===== config.mk =====
export PLATFORM = sky130hd
export DESIGN_NAME = libv_cpa_seq
export DESIGN_NICKNAME = d
export VERILOG_FILES = /design/src/rtl/libv_cpa_seq.sv
export SDC_FILE = /design/constraint.sdc
export NUM_CORES = 1
export LEC_CHECK = 0
export BUFFER_PORTS_ARGS = -buffer_cell sky130_fd_sc_hd__buf_2
export CORE_AREA = 4 4 112 114
export DETAILED_ROUTE_END_ITERATION = 8
export DIE_AREA = 0 0 116 118
export PLACE_DENSITY = 0.66
export RECOVER_POWER = 100
export SLEW_MARGIN = 0
export SYNTH_ARGS = -nofsm -noshare
export SYNTH_HDL_FRONTEND = slang
export SYNTH_SLANG_ARGS = --single-unit

===== constraint.sdc =====
create_clock -name clk -period 3.66 [get_ports clk]
set_input_delay 1.098 -clock clk [delete_from_list [all_inputs] [get_ports clk]]
set_output_delay 1.098 -clock clk [all_outputs]
set_load 0.03 [all_outputs]

===== src/rtl/libv_cpa_seq.sv =====
// Sequential carry-propagate adder: resolves a carry-save pair into a binary
// result, rippling the carry across W/CHUNK chunks at one chunk per cycle.
module libv_cpa_seq #(
    parameter int W     = 32,
    parameter int CHUNK = 8
) (
    input  logic         clk,
    input  logic         arst_n,
    input  logic         in_vld,
    output logic         in_rdy,
    input  logic [W-1:0] in_s,
    input  logic [W-1:0] in_c,
    output logic         out_vld,
    input  logic         out_rdy,
    output logic [W-1:0] out_sum,
    output logic         out_co
);

    localparam int NCHUNK = W / CHUNK;
    localparam int KW     = (NCHUNK > 1) ? $clog2(NCHUNK) : 1;

    generate
        if (CHUNK < 1 || (W % CHUNK) != 0) begin : g_bad_chunk
            $error("libv_cpa_seq: CHUNK must divide W exactly");
        end
    endgenerate

    typedef enum logic [1:0] {IDLE, BUSY, DONE} state_t;

    state_t           state;
    state_t           state_nxt;
    logic [W-1:0]     s_q;
    logic [W-1:0]     c_q;
    logic [W-1:0]     sum_q;
    logic             carry_q;
    logic [KW-1:0]    k_q;
    logic             accept;
    logic             last_chunk;
    logic [CHUNK:0]   chunk_sum;

    assign accept     = in_vld & in_rdy;
    assign last_chunk = (k_q == KW'(NCHUNK - 1));

    always_ff @(posedge clk or negedge arst_n) begin
        if (!arst_n) begin
            state <= IDLE;
        end else begin
            state <= state_nxt;
        end
    end

    always_comb begin
        state_nxt = state;
        case (state)
            IDLE:    if (in_vld) state_nxt = BUSY;
            BUSY:    if (last_chunk) state_nxt = DONE;
            DONE:    if (out_rdy) state_nxt = in_vld ? BUSY : IDLE;
            default: state_nxt = IDLE;
        endcase
    end

    always_comb begin
        in_rdy  = (state == IDLE) || ((state == DONE) && out_rdy);
        out_vld = (state == DONE);
    end

    // Operands shift down one chunk per cycle so the low chunk is always the
    // one being resolved; results enter at the top and settle into place.
    assign chunk_sum = {1'b0, s_q[CHUNK-1:0]} + {1'b0, c_q[CHUNK-1:0]}
                     + (CHUNK+1)'(carry_q);

    always_ff @(posedge clk or negedge arst_n) begin
        if (!arst_n) begin
            s_q     <= '0;
            c_q     <= '0;
            sum_q   <= '0;
            carry_q <= 1'b0;
            k_q     <= '0;
        end else if (accept) begin
            s_q     <= in_s;
            c_q     <= in_c;
            carry_q <= 1'b0;
            k_q     <= '0;
        end else if (state == BUSY) begin
            s_q     <= s_q >> CHUNK;
            c_q     <= c_q >> CHUNK;
            sum_q   <= (sum_q >> CHUNK) | (W'(chunk_sum[CHUNK-1:0]) << (W - CHUNK));
            carry_q <= chunk_sum[CHUNK];
            k_q     <= k_q + KW'(1);
        end
    end

    // After the final chunk the carry register holds the word's carry-out and
    // stays untouched until the next pair is accepted.
    assign out_sum = sum_q;
    assign out_co  = carry_q;

endmodule


==> impl_metrics.toml, run 1 <==
[synth]
syn_area_sq_um = 4570
syn_nets = 553
synth-async-reset-ratio = 1.00
ys_ff_latch = 101
seq_area_frac_synth = 0.553
synth-compound-area-share = 0.128
netlist_top_cells_area = "dfrtp_1 55%, nand2_1 15%, mux2i_1 7.2%"
synth_edf_count = 0
ys_warn_count = 0
synth_ff_type = "dfrtp_1"
synth.area.mux_share = 0.0722
synth.top_cell.area_share = 0.553
syn-mean-instance-area_sq_um = 9.63
synth_cell_types = 36
synth_top_cell_by_area = "dfrtp_1"
synth_top_family_by_area = "simple AND/OR/NAND/NOR gates"
yosys.area_share.simple = 0.178
netlist_instances = 475
synth_xor_area_frac = 0.00192
yosys.area_share.adder = 0.0306

[routing]
routed_wl_mm = 10.1
num_vias = 3551
drcViolationCount = 0
dr.first_iter.drc_count = 289
ant_nets = 0
dr.pass1.iters = 4
wl_per_cell_um = 14.1
viasPerCell = 4.98

[timing]
rsz0062_at_grt = "no"
finalCriticalPeriod_ps = 2930
tns_ps = 0
worst_pin_slew_ps = 1820
fin_ws_ps = 731
skew_ps = 8.46
slew_headroom = -0.216
post-route-period-util = 0.800
setup_viol = 0
fmax_mhz = 341
final_max_slew_viol_count = 139
hold_viol_final = 0

[floorplanning]
die-area_sq_um = 13700
initial_core_util = 0.401
coreArea_sq_um = 11400
pin_count = 103
die-height_um = 118
row_count = 39
die_w_um = 116

[worst_setup_path]
critPathMaxStageDelay_ps = 1300
critPathRequiredTime_ps = 3810
critPathKind = "in -> reg"
end_kind = "flip-flop"
worstPathCellList = "buf_2 -> inv_1 -> nor3_4 -> clkbuf_2 -> o21ai_0"
cp_slowest_cell = "clkbuf_2"
cp-start-kind = "primary input"
crit_fanout = 114
path_buf_inv = 3
reg2reg_from = "state[0]"
crit_path_start = "in_vld"
critPathArrivalTime_ps = 3080
path_delay_family = "buffers and inverters"

[placed_design]
gp_congestion = 0.839
numPlacedInstances = 697
io_buffers = 102
preCtsSetupSlack_ps = 817
dpl.hpwl_mm = 6.91

[cells_and_area]
utilization = 0.476
instances_no_fill = 713
nNetsFinal = 643
drive_gt1_frac = 0.160
syn_to_final_growth_pct = 18.8
antennaDiodeCount = 0

[clocking]
cts_root_buffer = "clkbuf_16"
cts.clk_slew.worst_paths_ps = 70
cts-hold-fix-buffers = 0
cts_made_buffers = 9
htreeDepth = 3
clk_path_buf_depth = 2
clock-sinks = 101
clk_latency_ps = 350
cts_tree = "yes"
cts_resized = 0
postCtsSetupBuffers = 0

[power_and_ir_drop]
p_sw_frac = 0.432
internal_power_w = 0.00300
ir_drop_v = 0.000478
power.total_w = 0.00529
pwr-share-seq = 0.368
comb_power_share = 0.443
powerDensity_nw_per_um2 = 974
clkPwrFrac = 0.189
p_sw_w = 0.00229
power_leakage_nw = 2.66

[global_routing]
grt_max_degree = 115
grt_antenna_before_repair = 0
grt_pass1_vias = 3510
grt_pass1_wl_mm = 16.9
grt_overflow_total = 0
grt_usage = 0.154

[worst_hold_path]
hp-class = "reg -> reg"
hold_start = "out_sum[2]"

[outcome]
status = "finished, violations left"
violations = "capacitance limit, slew limit"

[job]
maxCapViolations = 2
==> worst reg2reg max path, delay by kind of cell (launching register included) <==
kind / cells / cell delay, ps
AO/OA/AOI/OAI: 3 / 800
buffers and inverters: 1 / 450
flip-flops: 1 / 460
AND/OR/NAND/NOR: 1 / 910
==> flip-flops by register name, summed over array words and instances, names as in the netlist <==
register	count
c_q	32
s_q	32
out_sum	32
k_q	2
out_co	1
state	2
==> synthesized netlist by cell type (all sizes together), types with 3 or more instances <==
library cell / n
a22oi: 16
clkbuf: 8
ha: 8
nand2: 178
nor2b: 4
mux2i: 33
dfrtp: 101
nor3b: 3
nand3: 3
a21oi: 3
a211oi: 6
o21ai: 57
inv: 5
buf: 21
==> path summary, 6_finish.rpt <==
kind | to | slack, ps | cells after the start
setup / recovery | s_q[23] | 730 | 5
max in group asynchronous | out_sum[26] | 1590 | 2
min in group asynchronous | out_sum[7] | 1040 | 1
hold reg to reg | out_sum[2] | 480 | 2
hold / removal | out_sum[2] | 480 | 2
setup reg to reg | out_co | 970 | 5
==> power groups by stage <==
stage / Combinational, W / Sequential, W / Clock, W
2_1_floorplan: 0.00158 / 0.00219 / 0
3_3_place_gp: 0.00236 / 0.00194 / 0
3_5_place_dp: 0.00243 / 0.00197 / 0
4_1_cts: 0.00244 / 0.00194 / 0.00103
5_1_grt: 0.00266 / 0.00200 / 0.00109
6_report: 0.00234 / 0.00194 / 0.00100
==> area by class of cell <==
class	count	area [sq um]
well taps	143	179
fillers	1147	5980
inverters	5	18.8
repair buffers	108	505
clock inverters	6	75.1
multi-input cells	340	1890
clock buffers	10	239
flip-flops and latches	101	2530
==> layer usage <==
metal  GRT usage  wire length [um]  vias up
li1            -                 -     1783
met4      0.0580               198        0
met1       0.211              4700     1648
met5           0                 0        -
met3      0.0524               803       13
met2       0.226              4350      107
==> stage by stage <==
stage / hold slack, ps / instance area, sq um
after floorplan: 450 / 4570
after global placement: 452 / 5200
after detailed placement: 457 / 5200
after CTS: 474 / 5510
after global routing: 497 / 5430
final: 475 / 5430
==> cells in the final DEF, fill, tap and decap left out, drive strengths merged, types with 4 or more instances in the layout <==
| master | count |
|---|---|
| buf | 70 |
| nand2 | 178 |
| dfrtp | 101 |
| o21ai | 57 |
| a22oi | 16 |
| ha | 8 |
| nor2b | 4 |
| mux2i | 33 |
| inv | 9 |
| clkbuf | 48 |
| a211oi | 6 |
==> logic make-up after synthesis <==
| logic type | after synthesis |
|---|---|
| muxes | 33 |
| xor gates and xnor gates | 1 |
| and+or+nand+nor | 199 |
| adders and majority gates | 10 |
| DFF | 101 |
| buffers and inverters | 34 |
| AOI/OAI and AO/OA | 97 |
Note: power is estimated with default switching activity, not from simulation.
==> inputs of run 2 (changes only) <==
==> constraint.sdc (replaced) <==
create_clock -name clk -period 2.9 [get_ports clk]
set_input_delay 0.87 -clock clk [delete_from_list [all_inputs] [get_ports clk]]
set_output_delay 0.87 -clock clk [all_outputs]
set_load 0.03 [all_outputs]
==> impl_metrics.toml, run 2 (synthesized netlist as in run 1, its figures left out) <==
[outcome]
status = "finished, final reports clean"

[clocking]
clk_path_buf_depth = 2
cts_tree = "yes"
cts_made_buffers = 9
cts-hold-fix-buffers = 0
clk_latency_ps = 340
postCtsSetupBuffers = 0
cts_resized = 0
cts_root_buffer = "clkbuf_16"
cts.clk_slew.worst_paths_ps = 60
clock-sinks = 101
htreeDepth = 3

[timing]
holdWs_ps = 472
tns_ps = 0
fmax_mhz = 413
post-route-period-util = 0.834
slew_headroom = 0.262
fin_ws_ps = 481
skew_ps = 6.68
rsz0062_at_grt = "no"
hold_viol_final = 0
finalCriticalPeriod_ps = 2420
final_max_slew_viol_count = 0
setup_viol = 0
worst_pin_slew_ps = 1100

[job]
maxCapViolations = 0

[worst_setup_path]
critPathArrivalTime_ps = 1550
cp-start-kind = "primary input"
end_kind = "primary output"
crit_fanout = 3
critPathKind = "in -> out"
critPathRequiredTime_ps = 2030

[floorplanning]
coreArea_sq_um = 11400
die-height_um = 118
pin_count = 103
die_w_um = 116
die-area_sq_um = 13700
initial_core_util = 0.401
row_count = 39

[placed_design]
numPlacedInstances = 701
preCtsSetupSlack_ps = 525
io_buffers = 102
dpl.hpwl_mm = 7.13
gp_congestion = 0.805

[power_and_ir_drop]
ir_drop_v = 0.000591
powerDensity_nw_per_um2 = 1210
power_leakage_nw = 2.68

[cells_and_area]
instances_no_fill = 716
antennaDiodeCount = 0
nFillCells = 1124
register_area_sq_um = 2530
final_cell_mix = "178 x nand2_1, 101 x dfrtp_1, 66 x buf_2"
final_common_cell = "nand2_1"
drive_gt1_frac = 0.162
utilization = 0.481
syn_to_final_growth_pct = 20.2
nNetsFinal = 647
multi_input_area_sq_um = 1890

[global_routing]
grt_usage = 0.154
grt_overflow_total = 0
grt_pass1_vias = 3625
grt_max_degree = 52
grt_pass1_wl_mm = 17.1
grt_antenna_before_repair = 0

[worst_hold_path]
hp-class = "reg -> reg"

[routing]
ant_nets = 0
num_vias = 3546
routed_wl_mm = 10.0
dr.first_iter.drc_count = 238
drcViolationCount = 0
wl_per_cell_um = 14.0
viasPerCell = 4.95
dr.pass1.iters = 4
## run 2: changes by cell type in the layout (fill, tap and decap cells not counted), sizes merged
cell,delta
clkinvlp,-1
clkinv,+3
inv,-2
buf,+3
## run 2: where the power goes
part	switching [W]	total, W	leakage [nW]	internal (W)
registers	0.000401	0.00244	1.28	0.00204
logic	0.00194	0.00301	1.25	0.00107
clock network	0.000528	0.00120	0.148	0.000675
## run 2: cell type report
cell class,count,area share
flip-flops and latches,101,0.460
multi-input cells,340,0.344
repair buffers,112,0.106
clock buffers,9,0.0410
well taps,143,0.0326
clock inverters,6,0.0132
inverters,5,0.00342
## run 2: final timing paths
path                             from    endpoint  slack (ps)  cells after the start
max in group asynchronous      arst_n  out_sum[3]        1220                      2
setup / recovery              out_rdy      in_rdy         480                      4
setup reg to reg             state[0]     c_q[11]         610                      4
min in group asynchronous      arst_n  out_sum[6]         480                      1
hold reg to reg            out_sum[2]  out_sum[2]         470                      2
hold / removal             out_sum[2]  out_sum[2]         470                      2
## run 2: metrics by stage
stage	power [W]	cell area [sq um]
finish	0.00665	5500
global route	0.00725	5500
CTS	0.00682	5560
detailed placement	0.00559	5270
global placement	0.00548	5270
floorplan	0.00476	4570
## run 2: layer usage
layer | up-vias | GRT usage | wire, um
li1 | 1790 | - | -
met1 | 1626 | 0.218 | 4780
met2 | 110 | 0.224 | 4300
met3 | 20 | 0.0370 | 678
met5 | - | 0 | 0
met4 | 0 | 0.0638 | 254
## run 2: critical path: stages
cell      delay (ps)
buf_2            100
nor2b_1          290
nor2_1            70
clkbuf_1         220
==> inputs of run 3 (changes only) <==
==> constraint.sdc (replaced) <==
create_clock -name clk -period 2.3 [get_ports clk]
set_input_delay 0.69 -clock clk [delete_from_list [all_inputs] [get_ports clk]]
set_output_delay 0.69 -clock clk [all_outputs]
set_load 0.03 [all_outputs]
==> impl_metrics.toml, run 3 (synthesized netlist as in run 1, its figures left out) <==
[outcome]
status = "finished, final reports clean"

[power_and_ir_drop]
pwr-share-seq = 0.367
powerDensity_nw_per_um2 = 1540
power.total_w = 0.00841
internal_power_w = 0.00480
p_sw_frac = 0.429
comb_power_share = 0.451
clkPwrFrac = 0.182
p_sw_w = 0.00361
ir_drop_v = 0.00108
power_leakage_nw = 2.67

[placed_design]
numPlacedInstances = 701
dpl.hpwl_mm = 7.13
gp_congestion = 0.816
io_buffers = 102

[timing]
skew_ps = 7.93
final_max_slew_viol_count = 0
slew_headroom = 0.354
fmax_mhz = 455
tns_ps = 0
post-route-period-util = 0.955
finalCriticalPeriod_ps = 2200
worst_pin_slew_ps = 969
rsz0062_at_grt = "no"
setup_viol = 0
hold_viol_final = 0

[global_routing]
grt_pass1_wl_mm = 17.0
grt_usage = 0.152
grt_pass1_vias = 3520
grt_max_degree = 68
grt_overflow_total = 0
grt_antenna_before_repair = 0

[clocking]
clk_latency_ps = 340
cts_tree = "yes"
clk_path_buf_depth = 2
htreeDepth = 3
cts_made_buffers = 9
cts-hold-fix-buffers = 0
cts_root_buffer = "clkbuf_16"
clock-sinks = 101
cts.clk_slew.worst_paths_ps = 70

[floorplanning]
die_w_um = 116
die-height_um = 118
die-area_sq_um = 13700
pin_count = 103
initial_core_util = 0.401
row_count = 39
coreArea_sq_um = 11400

[worst_setup_path]
end_kind = "flip-flop"
cp-start-kind = "flip-flop"
crit_fanout = 4
critPathRequiredTime_ps = 2580
critPathArrivalTime_ps = 2480
critPathKind = "reg -> reg"

[cells_and_area]
antennaDiodeCount = 0
final_cell_mix = "178 x nand2_1, 101 x dfrtp_1, 66 x buf_2"
final_common_cell = "nand2_1"
drive_gt1_frac = 0.161
nNetsFinal = 647
syn_to_final_growth_pct = 19.6
instances_no_fill = 716

[routing]
dr.first_iter.drc_count = 271
dr.pass1.iters = 4
num_vias = 3581
ant_nets = 0
wl_per_cell_um = 13.9
viasPerCell = 5.00
routed_wl_mm = 9.97
drcViolationCount = 0

[job]
maxCapViolations = 0

[worst_hold_path]
hp-class = "reg -> reg"
run 3: cell types whose count changed in the layout (fill, tap and decap cells not counted), moves of 2 or more:
cell,before,now
clkbuf_4,0,2
buf_12,4,2
buf_4,3,1
clkinv_4,2,0
clkbuf_2,1,3
run 3: worst paths after layout:
path | to | start | depth (start not counted) | slack [ps]
min in group asynchronous | out_sum[6] | arst_n | 1 | 490
hold / removal | out_sum[3] | out_sum[3] | 2 | 470
hold reg to reg | out_sum[3] | out_sum[3] | 2 | 470
max in group asynchronous | state[0] | arst_n | 2 | 570
setup reg to reg | out_sum[30] | out_co | 7 | 100
setup / recovery | out_sum[30] | out_co | 7 | 100
run 3: timing repair:
item / 4_1_cts / 5_1_grt
setup endpoints to repair: 0 / 1
gates resized for setup: 0 / 1
setup buffers: 0 / 0
run 3: cell type report:
class / count / area, sq um
clock inverter: 4 / 55.1
tap: 143 / 179
timing repair buffer: 112 / 551
fill: 1137 / 5950
clock buffer: 11 / 243
sequential: 101 / 2530
inverter: 5 / 18.8
multi-input combinational: 340 / 1900
run 3: power groups by stage:
stage	Clock [W]	Combinational, W	Sequential [W]
after floorplan	0	0.00251	0.00349
after global placement	0	0.00388	0.00309
after detailed placement	0	0.00397	0.00313
after CTS	0.00157	0.00399	0.00309
after global routing	0.00164	0.00429	0.00320
final	0.00153	0.00379	0.00309
run 3: routing by layer:
layer / GRT usage / part of all wire / vias up
met5: 0 / 0 / -
met4: 0.0348 / 0.011 / 0
met3: 0.0437 / 0.067 / 9
met2: 0.231 / 0.45 / 99
met1: 0.215 / 0.47 / 1683
li1: - / - / 1790
run 3: per-stage QoR:
stage / hold WS [ps] / instance area [sq um] / worst slack [ps] / utilization
6_report: 472 / 5470 / 104 / 0.479
3_3_place_gp: 452 / 5270 / 149 / 0.461
2_1_floorplan: 394 / 4570 / 77.6 / -
4_1_cts: 323 / 5560 / 71.2 / 0.487
3_5_place_dp: 458 / 5270 / 99.1 / 0.461
5_1_grt: 504 / 5470 / 14.5 / 0.479
run 3: critical path, stage by stage (launching register included):
cell,delay [ps]
dfrtp_1,440
fa_1,480
inv_1,100
fa_2,210
nor2b_1,60
o31a_1,280
or4_1,480
nand3_1,90
